`src/rtl/alu_pkg.sv`:
```
// Shared definitions for the UART-ALU command sequencer: opcode values,
// state encoding and opcode validation.
package alu_pkg;

  localparam int NB_OP = 6;

  localparam logic [NB_OP-1:0] OP_ADD = 6'b100000;
  localparam logic [NB_OP-1:0] OP_SUB = 6'b100010;
  localparam logic [NB_OP-1:0] OP_AND = 6'b100100;
  localparam logic [NB_OP-1:0] OP_OR  = 6'b100101;
  localparam logic [NB_OP-1:0] OP_XOR = 6'b100110;
  localparam logic [NB_OP-1:0] OP_NOR = 6'b100111;
  localparam logic [NB_OP-1:0] OP_SRA = 6'b000011;
  localparam logic [NB_OP-1:0] OP_SRL = 6'b000010;

  localparam logic [2:0] ST_WAIT_A  = 3'd0;
  localparam logic [2:0] ST_WAIT_B  = 3'd1;
  localparam logic [2:0] ST_WAIT_OP = 3'd2;
  localparam logic [2:0] ST_SEND    = 3'd3;
  localparam logic [2:0] ST_WAIT_TX = 3'd4;

  typedef enum logic [2:0] {
    WAIT_A  = ST_WAIT_A,
    WAIT_B  = ST_WAIT_B,
    WAIT_OP = ST_WAIT_OP,
    SEND    = ST_SEND,
    WAIT_TX = ST_WAIT_TX
  } state_t;

  function automatic logic op_is_valid(input logic [NB_OP-1:0] op);
    case (op)
      OP_ADD, OP_SUB, OP_AND, OP_OR,
      OP_XOR, OP_NOR, OP_SRA, OP_SRL: op_is_valid = 1'b1;
      default:                        op_is_valid = 1'b0;
    endcase
  endfunction

endpackage

```
`src/rtl/alu_uart_interface_if.sv`:
```
// Bundle between the command sequencer and its UART receiver, transmitter
// and ALU neighbours.
interface alu_uart_interface_if #(
  parameter int DBIT  = 8,
  parameter int NB_OP = 6
);
  logic [DBIT-1:0]  i_rx_data;
  logic             i_rx_done_tick;
  logic [DBIT-1:0]  i_alu_result;
  logic             i_tx_done_tick;
  logic [DBIT-1:0]  o_data_a;
  logic [DBIT-1:0]  o_data_b;
  logic [NB_OP-1:0] o_op;
  logic [DBIT-1:0]  o_tx_data;
  logic             o_tx_start;
  logic             o_busy;
  logic             o_op_error;
  logic             o_timeout;

  // Sequencer side.
  modport slave (
    input  i_rx_data, i_rx_done_tick, i_alu_result, i_tx_done_tick,
    output o_data_a, o_data_b, o_op, o_tx_data, o_tx_start,
           o_busy, o_op_error, o_timeout
  );

  // UART / ALU side.
  modport master (
    output i_rx_data, i_rx_done_tick, i_alu_result, i_tx_done_tick,
    input  o_data_a, o_data_b, o_op, o_tx_data, o_tx_start,
           o_busy, o_op_error, o_timeout
  );
endinterface

```
`src/rtl/alu_uart_interface.sv`:
```
// Collects operand A, operand B and opcode bytes from the UART receiver,
// lets the external ALU evaluate them and hands the result to the transmitter.
module alu_uart_interface
  import alu_pkg::*;
#(
  parameter int DBIT       = 8,
  parameter int NB_OP      = alu_pkg::NB_OP,
  parameter int TIMEOUT    = 1_000_000,
  parameter int NB_TIMEOUT = 20
) (
  input  logic                 i_clock,
  input  logic                 i_reset,
  alu_uart_interface_if.slave  bus
);

  state_t                state, state_next;
  logic [NB_TIMEOUT-1:0] cnt, cnt_next;
  logic                  load_a, load_b, load_op, send, op_err, tmo, expired;

  logic [DBIT-1:0]  data_a, data_b, tx_data;
  logic [NB_OP-1:0] op;
  logic             tx_start, busy, op_error, timeout;

  assign expired = (state == WAIT_B || state == WAIT_OP) &&
                   (cnt == NB_TIMEOUT'(TIMEOUT - 1));

  // NOTE: every signal gets a default before the case so no path leaves one
  // unassigned, which would otherwise infer a latch.
  always_comb begin
    state_next = state;
    load_a     = 1'b0;
    load_b     = 1'b0;
    load_op    = 1'b0;
    send       = 1'b0;
    op_err     = 1'b0;
    tmo        = 1'b0;
    case (state)
      WAIT_A: if (bus.i_rx_done_tick) begin
        load_a     = 1'b1;
        state_next = WAIT_B;
      end
      WAIT_B: if (bus.i_rx_done_tick) begin
        load_b     = 1'b1;
        state_next = WAIT_OP;
      end else if (expired) begin
        tmo        = 1'b1;
        state_next = WAIT_A;
      end
      WAIT_OP: if (bus.i_rx_done_tick) begin
        if (op_is_valid(bus.i_rx_data[NB_OP-1:0])) begin
          load_op    = 1'b1;
          state_next = SEND;
        end else begin
          op_err     = 1'b1;
          state_next = WAIT_A;
        end
      end else if (expired) begin
        tmo        = 1'b1;
        state_next = WAIT_A;
      end
      SEND: begin
        send       = 1'b1;
        state_next = WAIT_TX;
      end
      WAIT_TX: if (bus.i_tx_done_tick) state_next = WAIT_A;
      default: state_next = WAIT_A;
    endcase

    // Counter restarts on every entry into a byte-wait state and idles at zero.
    if ((state_next == WAIT_B || state_next == WAIT_OP) && state_next == state)
      cnt_next = cnt + NB_TIMEOUT'(1);
    else
      cnt_next = '0;
  end

  // NOTE: state is updated with non-blocking assignments so every flop samples
  // the pre-edge values, independent of statement order.
  always_ff @(posedge i_clock or negedge i_reset) begin
    if (!i_reset) begin
      // NOTE: operand and result registers are ordinary flops, so they are
      // reset with everything else and all outputs read 0 after reset.
      state    <= WAIT_A;
      cnt      <= '0;
      data_a   <= '0;
      data_b   <= '0;
      op       <= '0;
      tx_data  <= '0;
      tx_start <= 1'b0;
      busy     <= 1'b0;
      op_error <= 1'b0;
      timeout  <= 1'b0;
    end else begin
      state    <= state_next;
      cnt      <= cnt_next;
      if (load_a)  data_a  <= bus.i_rx_data;
      if (load_b)  data_b  <= bus.i_rx_data;
      if (load_op) op      <= bus.i_rx_data[NB_OP-1:0];
      if (send)    tx_data <= bus.i_alu_result;
      tx_start <= send;
      busy     <= (state_next == SEND || state_next == WAIT_TX);
      op_error <= op_err;
      timeout  <= tmo;
    end
  end

  assign bus.o_data_a   = data_a;
  assign bus.o_data_b   = data_b;
  assign bus.o_op       = op;
  assign bus.o_tx_data  = tx_data;
  assign bus.o_tx_start = tx_start;
  assign bus.o_busy     = busy;
  assign bus.o_op_error = op_error;
  assign bus.o_timeout  = timeout;

endmodule
```
`src/flat_wrapper.sv`:
```
// flat-port wrapper written by rule: the top's interface ports become plain ports
module alu_uart_interface_flat import alu_pkg::*;
#(
  parameter int DBIT       = 8,
  parameter int NB_OP      = alu_pkg::NB_OP,
  parameter int TIMEOUT    = 1_000_000,
  parameter int NB_TIMEOUT = 20
)
  (i_clock, i_reset, bus_i_rx_data, bus_i_rx_done_tick, bus_i_alu_result, bus_i_tx_done_tick, bus_o_data_a, bus_o_data_b, bus_o_op, bus_o_tx_data, bus_o_tx_start, bus_o_busy, bus_o_op_error, bus_o_timeout);
  alu_uart_interface_if #(.DBIT(DBIT), .NB_OP(NB_OP)) bus_i ();
  input  logic i_clock;
  input  logic i_reset;
  input wire logic [$bits(bus_i.i_rx_data)-1:0] bus_i_rx_data;
  input wire logic [$bits(bus_i.i_rx_done_tick)-1:0] bus_i_rx_done_tick;
  input wire logic [$bits(bus_i.i_alu_result)-1:0] bus_i_alu_result;
  input wire logic [$bits(bus_i.i_tx_done_tick)-1:0] bus_i_tx_done_tick;
  output wire logic [$bits(bus_i.o_data_a)-1:0] bus_o_data_a;
  output wire logic [$bits(bus_i.o_data_b)-1:0] bus_o_data_b;
  output wire logic [$bits(bus_i.o_op)-1:0] bus_o_op;
  output wire logic [$bits(bus_i.o_tx_data)-1:0] bus_o_tx_data;
  output wire logic [$bits(bus_i.o_tx_start)-1:0] bus_o_tx_start;
  output wire logic [$bits(bus_i.o_busy)-1:0] bus_o_busy;
  output wire logic [$bits(bus_i.o_op_error)-1:0] bus_o_op_error;
  output wire logic [$bits(bus_i.o_timeout)-1:0] bus_o_timeout;
  assign bus_i.i_rx_data = bus_i_rx_data;
  assign bus_i.i_rx_done_tick = bus_i_rx_done_tick;
  assign bus_i.i_alu_result = bus_i_alu_result;
  assign bus_i.i_tx_done_tick = bus_i_tx_done_tick;
  assign bus_o_data_a = bus_i.o_data_a;
  assign bus_o_data_b = bus_i.o_data_b;
  assign bus_o_op = bus_i.o_op;
  assign bus_o_tx_data = bus_i.o_tx_data;
  assign bus_o_tx_start = bus_i.o_tx_start;
  assign bus_o_busy = bus_i.o_busy;
  assign bus_o_op_error = bus_i.o_op_error;
  assign bus_o_timeout = bus_i.o_timeout;
  alu_uart_interface #(.DBIT(DBIT), .NB_OP(NB_OP), .TIMEOUT(TIMEOUT), .NB_TIMEOUT(NB_TIMEOUT)) u_core (.i_clock(i_clock), .i_reset(i_reset), .bus(bus_i));
endmodule
```
`config.mk`:
```
export PLATFORM = sky130hd
export DESIGN_NAME = alu_uart_interface_flat
export DESIGN_NICKNAME = d
export VERILOG_FILES = /design/src/rtl/alu_pkg.sv /design/src/rtl/alu_uart_interface_if.sv /design/src/rtl/alu_uart_interface.sv /design/src/flat_wrapper.sv
export SDC_FILE = /design/constraint.sdc
export NUM_CORES = 1
export LEC_CHECK = 0
export ABC_CLOCK_PERIOD_IN_PS = 2350
export BUFFER_PORTS_ARGS = -buffer_cell sky130_fd_sc_hd__buf_4
export CORE_MARGIN = 8
export CORE_UTILIZATION = 51
export CTS_CLUSTER_SIZE = 10
export DETAILED_ROUTE_END_ITERATION = 10
export PLACE_DENSITY_LB_ADDON = 0.25
export SLEW_MARGIN = 20
export SYNTH_ARGS = -nofsm -noshare
export SYNTH_HDL_FRONTEND = slang
export SYNTH_SLANG_ARGS = --single-unit
```
`constraint.sdc`:
```
create_clock -name i_clock -period 2.35 [get_ports i_clock]
set_input_delay 0.1175 -clock i_clock [delete_from_list [all_inputs] [get_ports i_clock]]
set_output_delay 0.1175 -clock i_clock [all_outputs]
set_load 0.02 [all_outputs]
```
# ---- Yosys cells after proc, flatten, opt, wreduce, memory -nomap -nowiden
# Index checks and enable logic that the tools add are counted.
dict set report op_classes {
  addsub 1
  n_reduce_logical 8
  n_eq_ne 18
  muxes 24
}
# op count
set op_table {}
lappend op_table {{6-bit equality test (second input constant)} 6}
lappend op_table {{20-bit by 1-bit adder with 20-bit output (second input constant)} 1}
lappend op_table {{20-bit equality test (second input constant)} 1}
lappend op_table {{20-bit two-way mux} 1}
lappend op_table {{1-bit two-way mux} 16}
lappend op_table {{3-bit two-way mux} 5}
lappend op_table {{3-bit case mux with 5 select lines} 1}
lappend op_table {{3-bit by 2-bit equality test with 1-bit output (second input constant)} 4}
lappend op_table {{6-bit by 2-bit equality test with 1-bit output (second input constant)} 2}
lappend op_table {{8-bit OR reduction} 1}
lappend op_table {{3-bit by 1-bit equality test with 1-bit output (second input constant)} 2}
lappend op_table {{3-bit equality test (second input constant)} 2}
lappend op_table {{3-bit equality test} 1}
lappend op_table {{3-bit zero test} 1}
lappend op_table {{1-bit logical OR} 3}
lappend op_table {{1-bit logical AND} 2}
lappend op_table {{2-bit two-way mux} 1}
lappend op_table {{2-bit OR reduction} 1}
dict set report totals {
  register_bits 57
  wordCells 61
  output_inout_bits 34
  in_bits 20
}

# ---- Depth between registers and ports, before layout
# Gate-level depths: netlist (run 1).
dict set report logic_depth {
  depth_word 12
  ltp_mapped 6
  ltp_nobuf 6
}

# ---- Least setup slack after synthesis (run 1)
# No wires, ideal clock.
dict set report synth_path {
  kind {reg-to-reg}
  startpoint {register u_core.cnt[11]}
  endpoint {register u_core.busy (netlist: u_core.bus.o_busy)}
  arrival_ns 1.496
  path_stages_with_launch 6
  setup_ns 0.126
  setup_slack_ns 0.729
  period_less_slack_ns 1.621
  path_buffers 0
  t_required_ns 2.224
  path_cell_list {dfrtp_1 or4b_4 nor4_4 a21bo_2 a2bb2oi_2 mux2i_1}
}
dict set report synth_via {
  elab_chain_len 7
  word_cells_on_any_way 9
  cone_classes {eq/ne (3); mux (4); reduce/logical (2)}
}
# element line
set synth_lines {}
lappend synth_lines {{start, declared} alu_uart_interface.sv:17} ;# logic [NB_TIMEOUT-1:0] cnt, cnt_next;
lappend synth_lines {{start signal, assigned} alu_uart_interface.sv:94} ;# cnt <= cnt_next;
lappend synth_lines {{20-bit equality test (*)} alu_uart_interface.sv:25} ;# (cnt == NB_TIMEOUT'(TIMEOUT - 1));
lappend synth_lines {{1-bit logical AND (*)} alu_uart_interface.sv:24} ;# assign expired = (state == WAIT_B || state == WAIT_OP) &&
lappend synth_lines {{3-bit two-way mux (*)} {alu_uart_interface.sv:45, alu_uart_interface.sv:57}}
lappend synth_lines {{3-bit two-way mux, on equally long branches} {alu_uart_interface.sv:49, alu_uart_interface.sv:42}}
lappend synth_lines {{3-bit case mux with 5 select lines (*)} alu_uart_interface.sv:37} ;# case (state)
lappend synth_lines {{3-bit by 2-bit equality test with 1-bit output / 3-bit equality test (equally long branches)} alu_uart_interface.sv:100} ;# busy <= (state_next == SEND || state_next == WAIT_TX);
lappend synth_lines {{1-bit logical OR (*)} alu_uart_interface.sv:100}
lappend synth_lines {{end signal, assigned} alu_uart_interface.sv:100}
lappend synth_lines {{end, declared} alu_uart_interface.sv:22} ;# logic tx_start, busy, op_error, timeout;
# Every way passes the cells marked *; elsewhere a longest branch is shown, timed or not.
# A chain may end at the register's enable or synchronous reset.

# ---- Worst setup path after layout (run 1)
dict set report layout_path {
  startpoint {register u_core.cnt[11]}
  endpoint {register u_core.cnt[11]}
}
dict set report layout_via {
  elab_chain_len 9
  word_cells_on_any_way 13
  cone_classes {add/sub (1); eq/ne (4); mux (5); reduce/logical (3)}
}
# element line
set layout_lines {}
lappend layout_lines {{20-bit equality test} alu_uart_interface.sv:25}
lappend layout_lines {{1-bit logical AND} alu_uart_interface.sv:24}
lappend layout_lines {{3-bit two-way mux} {alu_uart_interface.sv:45, alu_uart_interface.sv:57}}
lappend layout_lines {{3-bit two-way mux, on equally long branches} {alu_uart_interface.sv:49, alu_uart_interface.sv:42}}
lappend layout_lines {{3-bit case mux with 5 select lines} alu_uart_interface.sv:37}
lappend layout_lines {{3-bit by 1-bit equality test with 1-bit output / 3-bit by 2-bit equality test with 1-bit output (equally long branches)} alu_uart_interface.sv:70} ;# if ((state_next == WAIT_B || state_next == WAIT_OP) && state_next == state)
lappend layout_lines {{1-bit logical OR} alu_uart_interface.sv:70}
lappend layout_lines {{1-bit logical AND} alu_uart_interface.sv:70}
lappend layout_lines {{20-bit two-way mux (*)} alu_uart_interface.sv:70}
lappend layout_lines {{net u_core.cnt_next[11]} alu_uart_interface.sv:17}
# Mark *: on every way through the listed nets, which the timed path passes. The rest lies on a longest branch.

==> results of run 1 <==
==> power groups by stage <==
| stage | Clock [mW] | Combinational [mW] | Sequential [mW] |
|---|---|---|---|
| after floorplan | 0 | 0.462 | 1.74 |
| after global placement | 0 | 1.31 | 1.44 |
| after detailed placement | 0 | 1.33 | 1.46 |
| after CTS | 0.796 | 1.35 | 1.44 |
| after global routing | 0.829 | 1.42 | 1.48 |
| final | 0.766 | 1.32 | 1.45 |
==> state kept, by name (all words and copies together) (netlist names) <==
signal / flops
u_core.bus.o_timeout: 1
u_core.bus.o_busy: 1
u_core.bus.o_data_a: 8
u_core.bus.o_op_error: 1
u_core.bus.o_op: 6
u_core.cnt: 20
u_core.state: 3
u_core.bus.o_tx_data: 8
u_core.bus.o_data_b: 8
u_core.bus.o_tx_start: 1
==> layer usage <==
metal	routed length (µm)	up-vias	share of wire	GRT usage
met3	380	9	0.073	0.0714
met1	2100	860	0.40	0.165
li1	-	860	-	-
met4	80	0	0.015	0.0717
met5	0	-	0	0
met2	2620	42	0.51	0.246
==> logic make-up (layout without fill, tap and decap cells) <==
logic type,after synthesis,count (layout),synth area share
buffers and inverters,9,83,0.0199
muxes,22,22,0.100
AOI/OAI and AO/OA,9,9,0.0316
xor gates and xnor gates,17,17,0.0607
and+or+nand+nor,98,98,0.201
adders and majority gates,1,1,0.00510
DFF,57,57,0.582
==> cells in the final DEF (no fill, tap or decap), types with 2 or more instances in the layout <==
master	n
dfrtp_1	57
buf_4	55
nand2_1	33
nor2_1	26
mux2_2	20
xor2_1	14
clkbuf_8	11
nand3_1	9
dlygate4sd3_1	9
nand4_1	5
inv_1	4
nand2b_1	4
and2_1	3
and3_1	3
xnor2_1	3
clkbuf_1	3
mux2i_1	2
nor4_1	2
and4_1	2
nor3_1	2
==> final cells by class <==
| type | instances | share of cell area |
|---|---|---|
| multi-input combinational | 147 | 0.309 |
| tap | 54 | 0.0214 |
| sequential | 57 | 0.452 |
| inverter | 5 | 0.00595 |
| clock buffer | 14 | 0.0516 |
| timing repair buffer | 64 | 0.159 |
==> stage by stage <==
stage                util  total power [mW]  cell area [µm²]  worst slack, ns
floorplan               -              2.21             2450            0.729
global placement    0.618              2.75             2900            0.511
detailed placement  0.618              2.78             2900            0.447
CTS                 0.672              3.59             3150            0.438
global route        0.672              3.73             3150            0.335
finish              0.672              3.53             3150            0.443
==> synthesized netlist by cell type (2+ instances only) <==
| cell type | instances |
|---|---|
| buf_4 | 2 |
| mux2_2 | 20 |
| nand4_1 | 5 |
| and3_1 | 3 |
| dfrtp_1 | 57 |
| nor2_1 | 26 |
| nand2_1 | 33 |
| and4_1 | 2 |
| inv_1 | 4 |
| nor4_1 | 2 |
| nor3_1 | 2 |
| xnor2_1 | 3 |
| xor2_1 | 14 |
| and2_1 | 3 |
| nand3_1 | 9 |
| mux2i_1 | 2 |
| nand2b_1 | 4 |
==> repair_timing <==
item,CTS,global route
hold buffers,9,0
hold endpoints to repair,65,0
setup buffers,0,0
==> worst register-to-register path: stages (launching register included) <==
cell	delay [ns]
dfrtp_1	0.41
or4b_4	0.56
nor4_4	0.19
a21bo_2	0.34
buf_4	0.22
nor2_1	0.07
==> how the worst max path moves through the flow <==
stage / slack [ns] / startpoint / to / cells after the start
3_3_place_gp: 0.51 / u_core.cnt[11] / u_core.cnt[10] / 5
6_report: 0.44 / u_core.cnt[11] / u_core.cnt[11] / 5
4_1_cts: 0.44 / u_core.cnt[11] / u_core.cnt[11] / 5
3_5_place_dp: 0.45 / u_core.cnt[11] / u_core.cnt[11] / 5
5_1_grt: 0.34 / u_core.cnt[11] / u_core.cnt[11] / 5
2_1_floorplan: 0.73 / u_core.cnt[11] / u_core.bus.o_busy / 5
==> impl_metrics.yaml, run 1 <==
drt:
  avgRoutedWirePerCell_um: 15.2
  detail_route.wirelength_um: 5180
  firstDrtPassIters: 4
  num_vias: 1771
  drc_errors: 0
  dr.first_iter.drc_count: 79
  avgViaCountPerCell: 5.19
  drtAntennaViolNets: 0
synthesis:
  ys.warnings.count: 0
  netlist_instances: 213
  yosysTopAreaCell: "dfrtp_1"
  synth_edf_count: 0
  ys_seq_area_frac: 0.582
  synthArstFlopShare: 1.00
  syn_avg_cell_area_um2: 11.5
  synth_seq_cells: 57
  synthTopCellsByArea: "dfrtp_1, mux2_2, nand2_1"
  synth_nets: 234
  synthFlopType: "dfrtp_1"
  synth_top_area_share: 0.582
  synth_cell_types: 39
  synthesis.area_um2: 2450
setup_path:
  worstReg2RegStart: "u_core.cnt[11]"
  crit_chain: "or4b_4 -> nor4_4 -> a21bo_2 -> buf_4 -> nor2_1"
  cp-end-kind: "flip-flop"
  cp_max_fo: 13
  critPathKind: "flip-flop to flip-flop"
  reg2reg_setup_slack_ns: 0.44
  critPathLaunchType: "flip-flop"
  required_ns: 2.56
  timing.rr.end: "u_core.cnt[11]"
  slowest_stage: "or4b_4"
  cp.arrival_ns: 2.12
  critPathTopFamily: "simple AND/OR/NAND/NOR gates"
  ff2ff_path_depth: 5
  cp_num_buf_inv: 1
  cpPeakStageDelay_ns: 0.56
floorplan:
  fp.dieW_um: 85.3
  start_util: 0.522
  boundaryPins: 54
  core.rowCount: 25
  die_height_um: 85.3
  core_area_um2: 4690
  die_area_um2: 7280
pwr:
  switching_share: 0.344
  power.internal_mw: 2.32
  power_density_nw_per_um2: 1120
  combPwrFrac: 0.374
  max-vdd-ir-drop_mv: 0.794
  power.switching_mw: 1.22
  power_frac_clock: 0.217
  seq_power_share: 0.409
  leakage_nw: 1.51
grt:
  grt_max_degree: 58
  antenna_found_initial: 0
  grt_pass1_wl_um: 8470
  globalRouteTotalUtil: 0.152
  grt-ovfl-total: 0
  grt_pass1_vias: 1811
cells_and_area:
  design.final.nets: 305
  area_growth_pct: 28.7
  multi_input_area_um2: 976
  layout-drive-gt1-share: 0.334
  final_cells: 341
  ff_latch_area_um2: 1430
  num_antenna_cells: 0
  fillers: 377
placed_design:
  dp_hpwl_um: 3620
  gp_congestion: 0.804
  port_buffers: 53
  dp_cells: 318
min_path:
  hold_depth: 2
  hold-path-endpoint: "u_core.bus.o_data_a[7]"
  hp-class: "primary input to flip-flop"
  min_from: "bus_i_rx_data[7]"
clocking:
  clk_latency_ns: 0.33
  clock_path_buffers: 2
  clock_sinks: 57
  clock-root-buffer: "clkbuf_8"
  cts_buffers: 9
  clk_pin_slew_ns: 0.06
  cts-resized-gates: 0
  cts_tree: "yes"
  htreeDepth: 3
sta:
  rsz0062_at_grt: "no"
  final.setup_skew_ns: 0.00571
  holdWs_ns: 0.0336
  fmax_ghz: 0.524
  period_share: 0.812
  finalHoldViolations: 0
  finalSetupViolCount: 0
  slew_violations: 0
  period_needed_ns: 1.91
  tns_ns: 0
  max_slew.worst_pin.slew_ns: 0.698
  slew_headroom: 0.535
run:
  cap_violations: 0
run_status:
  status: "completed"
No activity file was read; power rests on OpenSTA's default activity.
==> run 2: changes to the inputs <==
--- a/config.mk
+++ b/config.mk
@@ -5,7 +5,8 @@
 export SDC_FILE = /design/constraint.sdc
 export NUM_CORES = 1
 export LEC_CHECK = 0
-export ABC_CLOCK_PERIOD_IN_PS = 2350
+export ABC_AREA = 1
+export ABC_CLOCK_PERIOD_IN_PS = 1850
 export BUFFER_PORTS_ARGS = -buffer_cell sky130_fd_sc_hd__buf_4
 export CORE_MARGIN = 8
 export CORE_UTILIZATION = 51
==> constraint.sdc (replaced) <==
create_clock -name i_clock -period 1.85 [get_ports i_clock]
set_input_delay 0.0925 -clock i_clock [delete_from_list [all_inputs] [get_ports i_clock]]
set_output_delay 0.0925 -clock i_clock [all_outputs]
set_load 0.02 [all_outputs]
==> run 2 against run 1 <==
Effect of this change:
- hold slack got worse by 0.011 ns
- area after synthesis rose by 11%
- utilization rose by 2.1 points
- synthesized cell count rose by 46%
- via count rose by 23%
==> impl_metrics.yaml, run 2 <==
setup_path:
  cp.arrival_ns: 1.97
  crit_path_frequent_cell: "nand3_2"
  cpPeakStageDelay_ns: 0.39
  required_ns: 2.12
  cp-end-kind: "flip-flop"
  critPathTopFamily: "simple AND/OR/NAND/NOR gates"
  slowest_stage: "dfrtp_1"
  cp_num_buf_inv: 1
  critPathKind: "flip-flop to flip-flop"
  critPathLaunchType: "flip-flop"
  crit_chain: "ha_1 -> nand3_2 -> nor2_1 -> nand3_1 -> nand2_2 -> a21oi_2 -> nand3_2 -> buf_12 -> nor2_2"
  cp_max_fo: 10
synthesis:
  ys_seq_area_frac: 0.523
  synth_nets: 331
  yosysTopAreaCell: "dfrtp_1"
  synth_top_family_by_area: "simple AND/OR/NAND/NOR gates"
  synth_adder_area_share: 0.00459
  synthTopCellsByArea: "dfrtp_1, nand2_1, nor2_2"
  muxShareOfSynthArea: 0
  synth_top_area_share: 0.523
  synth_cell_types: 28
  synth_common_cells: "nand2_1, dfrtp_1, inv_1, o21ai_0"
  synth_seq_cells: 57
  syn_avg_cell_area_um2: 8.79
  netlist_instances: 310
  synthesis.area_um2: 2730
  synth_compound_area_frac: 0.0556
  ys.warnings.count: 0
  synth_edf_count: 0
  synthArstFlopShare: 1.00
  yosysMostFrequentCell: "nand2_1"
  synth_xor_area_frac: 0.0482
  synth-simple-area-share: 0.295
  synthFlopType: "dfrtp_1"
drt:
  detail_route.wirelength_um: 6270
  num_vias: 2177
  drc_errors: 0
  drtAntennaViolNets: 0
  avgRoutedWirePerCell_um: 13.7
  avgViaCountPerCell: 4.75
  firstDrtPassIters: 4
  dr.first_iter.drc_count: 92
sta:
  finalHoldViolations: 0
  fmax_ghz: 0.587
  period_needed_ns: 1.70
  max_slew.worst_pin.slew_ns: 0.707
  final.setup_skew_ns: 0.00836
  tns_ns: 0
  slew_violations: 0
  slew_headroom: 0.529
  period_share: 0.920
  finalSetupViolCount: 0
floorplan:
  core_area_um2: 5140
  die_height_um: 89.1
  die_area_um2: 7940
  core.rowCount: 26
  boundaryPins: 54
  fp.dieW_um: 89.1
  start_util: 0.530
pwr:
  power_density_nw_per_um2: 1490
  leakage_nw: 1.79
  max-vdd-ir-drop_mv: 0.978
cells_and_area:
  final_area_um2: 3560
  layout-drive-gt1-share: 0.340
  num_antenna_cells: 0
  largest_register_ffs: 20
  post-route-util: 0.693
  regMostFlops: "u_core.cnt"
  final_common_cell: "nand2_1"
  final_cell_mix: "nand2_1, buf_4, dfrtp_1"
  design.final.nets: 404
  area_growth_pct: 30.8
clocking:
  cts_tree: "yes"
  clock_sinks: 57
  clock-root-buffer: "clkbuf_8"
  htreeDepth: 3
  clk_pin_slew_ns: 0.07
  clk_latency_ns: 0.34
  cts_buffers: 9
  clock_path_buffers: 2
grt:
  antenna_found_initial: 0
  grt-ovfl-total: 0
  globalRouteTotalUtil: 0.179
  grt_pass1_wl_um: 10600
  grt_max_degree: 58
  gr-usage-met2: 0.277
  grt_pass1_vias: 2252
  use_met3: 0.0754
  top_usage_layer: "met2"
  met1_usage: 0.205
placed_design:
  gp_congestion: 0.817
  place_area_um2: 3210
  dp_hpwl_um: 4230
  port_buffers: 53
run_status:
  status: "completed"
min_path:
  hp-class: "primary input to flip-flop"
run:
  cap_violations: 0
run 2: worst paths after layout:
path / start / end / slack [ns] / cells after the start
max: u_core.cnt[0] / u_core.cnt[10] / 0.15 / 9
min: bus_i_rx_data[6] / u_core.bus.o_data_b[6] / 0.02 / 3
max reg2reg: u_core.cnt[0] / u_core.cnt[10] / 0.15 / 9
min reg2reg: u_core.bus.o_tx_data[7] / u_core.bus.o_tx_data[7] / 0.48 / 2
max in group asynchronous: i_reset / u_core.cnt[8] / 1.00 / 2
min in group asynchronous: i_reset / u_core.bus.o_op[5] / 0.35 / 2
run 2: cell type report:
cell class,instances,area (µm²)
inverter,42,158
clock buffer,11,141
clock inverter,5,78.8
multi-input combinational,204,1100
sequential,57,1430
timing repair buffer,69,571
fill,422,1580
tap,70,87.6
run 2: kinds of logic (layout without fill, tap and decap cells):
family,Yosys count,in the layout
AOI/OAI and AO/OA,28,28
xor gates and xnor gates,15,15
adders and majority gates,1,1
buffers and inverters,49,127
DFF,57,57
and+or+nand+nor,160,160
run 2: layer usage:
metal	wire length, µm	up-vias
met5	0	-
met4	164	0
met3	436	11
met2	2920	52
met1	2750	1016
li1	-	1098
run 2: what timing repair did:
item / in CTS / in global routing
setup buffers: 0 / 2
hold buffers: 9 / 0
gates resized for setup: 0 / 2
setup endpoints to repair: 0 / 3
hold endpoints to repair: 65 / 0
run 2: worst reg2reg max path, cell delays in order (launching register included):
cell	delay [ns]
dfrtp_1	0.39
ha_1	0.24
nand3_2	0.12
nor2_1	0.06
nand3_1	0.12
nand2_2	0.10
a21oi_2	0.16
nand3_2	0.16
buf_12	0.19
nor2_2	0.10
run 2: through the flow:
stage / hold slack (ns) / setup slack [ns] / power [mW] / std cells
after detailed placement: 0.197 / 0.180 / 3.90 / 430
final: 0.0225 / 0.147 / 5.31 / 458
after CTS: 0.0101 / 0.134 / 5.22 / 455
after global routing: 0.0350 / -0.0130 / 5.64 / 458
after global placement: 0.196 / 0.205 / 3.86 / 430
after floorplan: -0.203 / 0.308 / 3.07 / 310
run 2: where the power goes:
| part | leakage (nW) | switching, mW | total (mW) | internal, mW |
|---|---|---|---|---|
| sequential | 0.739 | 0.227 | 1.85 | 1.62 |
| clock | 0.113 | 0.503 | 1.30 | 0.793 |
| combinational | 0.934 | 1.28 | 2.16 | 0.887 |
| total | 1.79 | 2.01 | 5.31 | 3.30 |
==> run 3: changes to the inputs <==
--- a/config.mk
+++ b/config.mk
@@ -8,7 +8,7 @@
 export ABC_AREA = 1
 export ABC_CLOCK_PERIOD_IN_PS = 1850
 export BUFFER_PORTS_ARGS = -buffer_cell sky130_fd_sc_hd__buf_4
-export CORE_MARGIN = 8
+export CORE_MARGIN = 2
 export CORE_UTILIZATION = 51
 export CTS_CLUSTER_SIZE = 10
 export DETAILED_ROUTE_END_ITERATION = 10
@@ -17,3 +17,4 @@
 export SYNTH_ARGS = -nofsm -noshare
 export SYNTH_HDL_FRONTEND = slang
 export SYNTH_SLANG_ARGS = --single-unit
+export TNS_END_PERCENT = 50
==> run 3 against run 2 <==
Effect of this change:
- sequential power is essentially flat
- register-to-register slack is essentially flat
- via count shrank 2.2%
- hold slack lost 0.00061 ns
- clock power shrank 15%
- clock-buffer cell count shrank 1
- critical path type unchanged
==> impl_metrics.yaml, run 3 (same netlist as run 2, synthesis figures left out) <==
run_status:
  status: "completed"
cells_and_area:
  regMostFlops: "u_core.cnt"
  largest_register_ffs: 20
  final_cell_mix: "nand2_1, buf_4, dfrtp_1"
  num_antenna_cells: 0
  area_growth_pct: 28.1
  post-route-util: 0.679
  final_area_um2: 3490
  layout-drive-gt1-share: 0.331
  final_cells: 454
  design.final.nets: 402
  final_common_cell: "nand2_1"
  ff_latch_area_um2: 1430
  multi_input_area_um2: 1100
  fillers: 442
clocking:
  clock-root-buffer: "clkbuf_8"
  clock_path_buffers: 2
  clock_sinks: 57
  cts-resized-gates: 0
  clk_latency_ns: 0.34
  htreeDepth: 3
  clk_pin_slew_ns: 0.07
  cts_buffers: 9
  cts_tree: "yes"
grt:
  grt_max_degree: 58
  antenna_found_initial: 0
  grt-ovfl-total: 0
  grt_pass1_vias: 2207
  grt_pass1_wl_um: 9760
  globalRouteTotalUtil: 0.209
floorplan:
  fp.dieW_um: 77.1
  start_util: 0.530
  die_area_um2: 5940
  die_height_um: 77.1
  core_area_um2: 5140
  boundaryPins: 54
  core.rowCount: 26
setup_path:
  critPathLaunchType: "flip-flop"
  cpPeakStageDelay_ns: 0.39
  crit_start: "u_core.cnt[0]"
  critPathTopFamily: "simple AND/OR/NAND/NOR gates"
  required_ns: 2.11
  cp_num_cells: 12
  cp_num_buf_inv: 2
  crit_path_frequent_cell: "nand3_2"
  worstReg2RegStart: "u_core.cnt[0]"
  crit_path_end: "u_core.cnt[19]"
  reg2reg_setup_slack_ns: 0.15
  timing.rr.end: "u_core.cnt[19]"
  crit_chain: "ha_1 -> nand3_2 -> nor2_1 -> nand2_1 -> inv_1 -> nand2_1 -> nand3_2 -> nand3_2 -> nand2_2 -> nand3_2 -> buf_12 -> nor2_2"
  cp.arrival_ns: 1.96
  ff2ff_path_depth: 12
  cp_max_fo: 20
  slowest_stage: "dfrtp_1"
  critPathKind: "flip-flop to flip-flop"
  cp-end-kind: "flip-flop"
placed_design:
  place_area_um2: 3210
  port_buffers: 53
  dp_hpwl_um: 3770
  gp_congestion: 0.820
  dp_cells: 430
sta:
  finalHoldViolations: 0
  rsz0062_at_grt: "no"
  fmax_ghz: 0.589
  finalSetupViolCount: 0
  tns_ns: 0
  max_slew.worst_pin.slew_ns: 0.705
  slew_violations: 0
  period_needed_ns: 1.70
  period_share: 0.917
  slew_headroom: 0.530
  final.setup_skew_ns: 0.0102
drt:
  avgRoutedWirePerCell_um: 11.9
  avgViaCountPerCell: 4.69
  detail_route.wirelength_um: 5420
  dr.first_iter.drc_count: 99
  num_vias: 2129
  drc_errors: 0
  drtAntennaViolNets: 0
  firstDrtPassIters: 4
min_path:
  hp-class: "primary input to flip-flop"
pwr:
  power_density_nw_per_um2: 1420
  leakage_nw: 1.76
  max-vdd-ir-drop_mv: 1.10
run:
  cap_violations: 0
-- run 3: changes by cell type in the layout (fill, tap and decap cells not counted) --
cell / before / now
dfrtp_2: 2 / 0
clkbuf_1: 1 / 0
clkinv_2: 2 / 3
buf_4: 58 / 57
clkinv_4: 1 / 0
clkbuf_16: 1 / 0
dfrtp_1: 55 / 57
bufinv_16: 2 / 1
-- run 3: worst register-to-register path: stages (launching register included) --
cell and delay [ns]:
dfrtp_1 0.39, ha_1 0.22, nand3_2 0.14, nor2_1 0.13
nand2_1 0.06, inv_1 0.05, nand2_1 0.06, nand3_2 0.07
nand3_2 0.08, nand2_2 0.07, nand3_2 0.09, buf_12 0.17
nor2_2 0.10
-- run 3: worst min-delay path by stage --
stage / to / depth (start not counted) / startpoint
6_report: u_core.bus.o_data_a[7] / 3 / bus_i_rx_data[7]
5_1_grt: u_core.bus.o_data_a[4] / 3 / bus_i_rx_data[4]
4_1_cts: u_core.bus.o_data_a[7] / 3 / bus_i_rx_data[7]
3_5_place_dp: u_core.cnt[3] / 1 / i_reset
3_3_place_gp: u_core.bus.o_op[4] / 1 / i_reset
2_1_floorplan: u_core.bus.o_busy / 0 / i_reset
-- run 3: what timing repair did --
action | 4_1_cts | 5_1_grt
endpoints found under the hold margin | 65 | 0
setup endpoints to repair | 0 | 3
hold buffers | 9 | 0
setup buffers | 0 | 1
-- run 3: cell type report --
cell class,instances,share of cell area
flip-flops and latches,57,0.409
multi-input cells,204,0.315
repair buffers,67,0.154
inverters,42,0.0452
clock buffers,10,0.0394
well taps,70,0.0251
clock inverters,4,0.0129
-- run 3: report_power, final --
| part | total, mW | internal [mW] | leakage, nW | switching, mW |
|---|---|---|---|---|
| registers | 1.85 | 1.62 | 0.743 | 0.235 |
| clock network | 1.10 | 0.635 | 0.0978 | 0.468 |
| logic | 2.00 | 0.800 | 0.916 | 1.20 |
| total | 4.95 | 3.05 | 1.76 | 1.90 |
-- run 3: layer usage --
metal | part of all wire | up-vias | wire length, µm | global-route usage
met3 | 0.045 | 11 | 246 | 0.0529
met1 | 0.48 | 980 | 2590 | 0.267
met5 | 0 | - | 0 | 0
met2 | 0.45 | 51 | 2450 | 0.328
met4 | 0.025 | 0 | 133 | 0.111
li1 | - | 1087 | - | -
-- run 3: metrics by stage --
step | worst slack [ns] | total power, mW | hold slack [ns]
6_report | 0.153 | 4.95 | 0.0219
3_5_place_dp | 0.151 | 3.86 | 0.202
5_1_grt | 0.0121 | 5.26 | 0.0401
4_1_cts | 0.133 | 5.00 | 0.0229
3_3_place_gp | 0.196 | 3.83 | 0.203
2_1_floorplan | 0.308 | 3.07 | -0.203
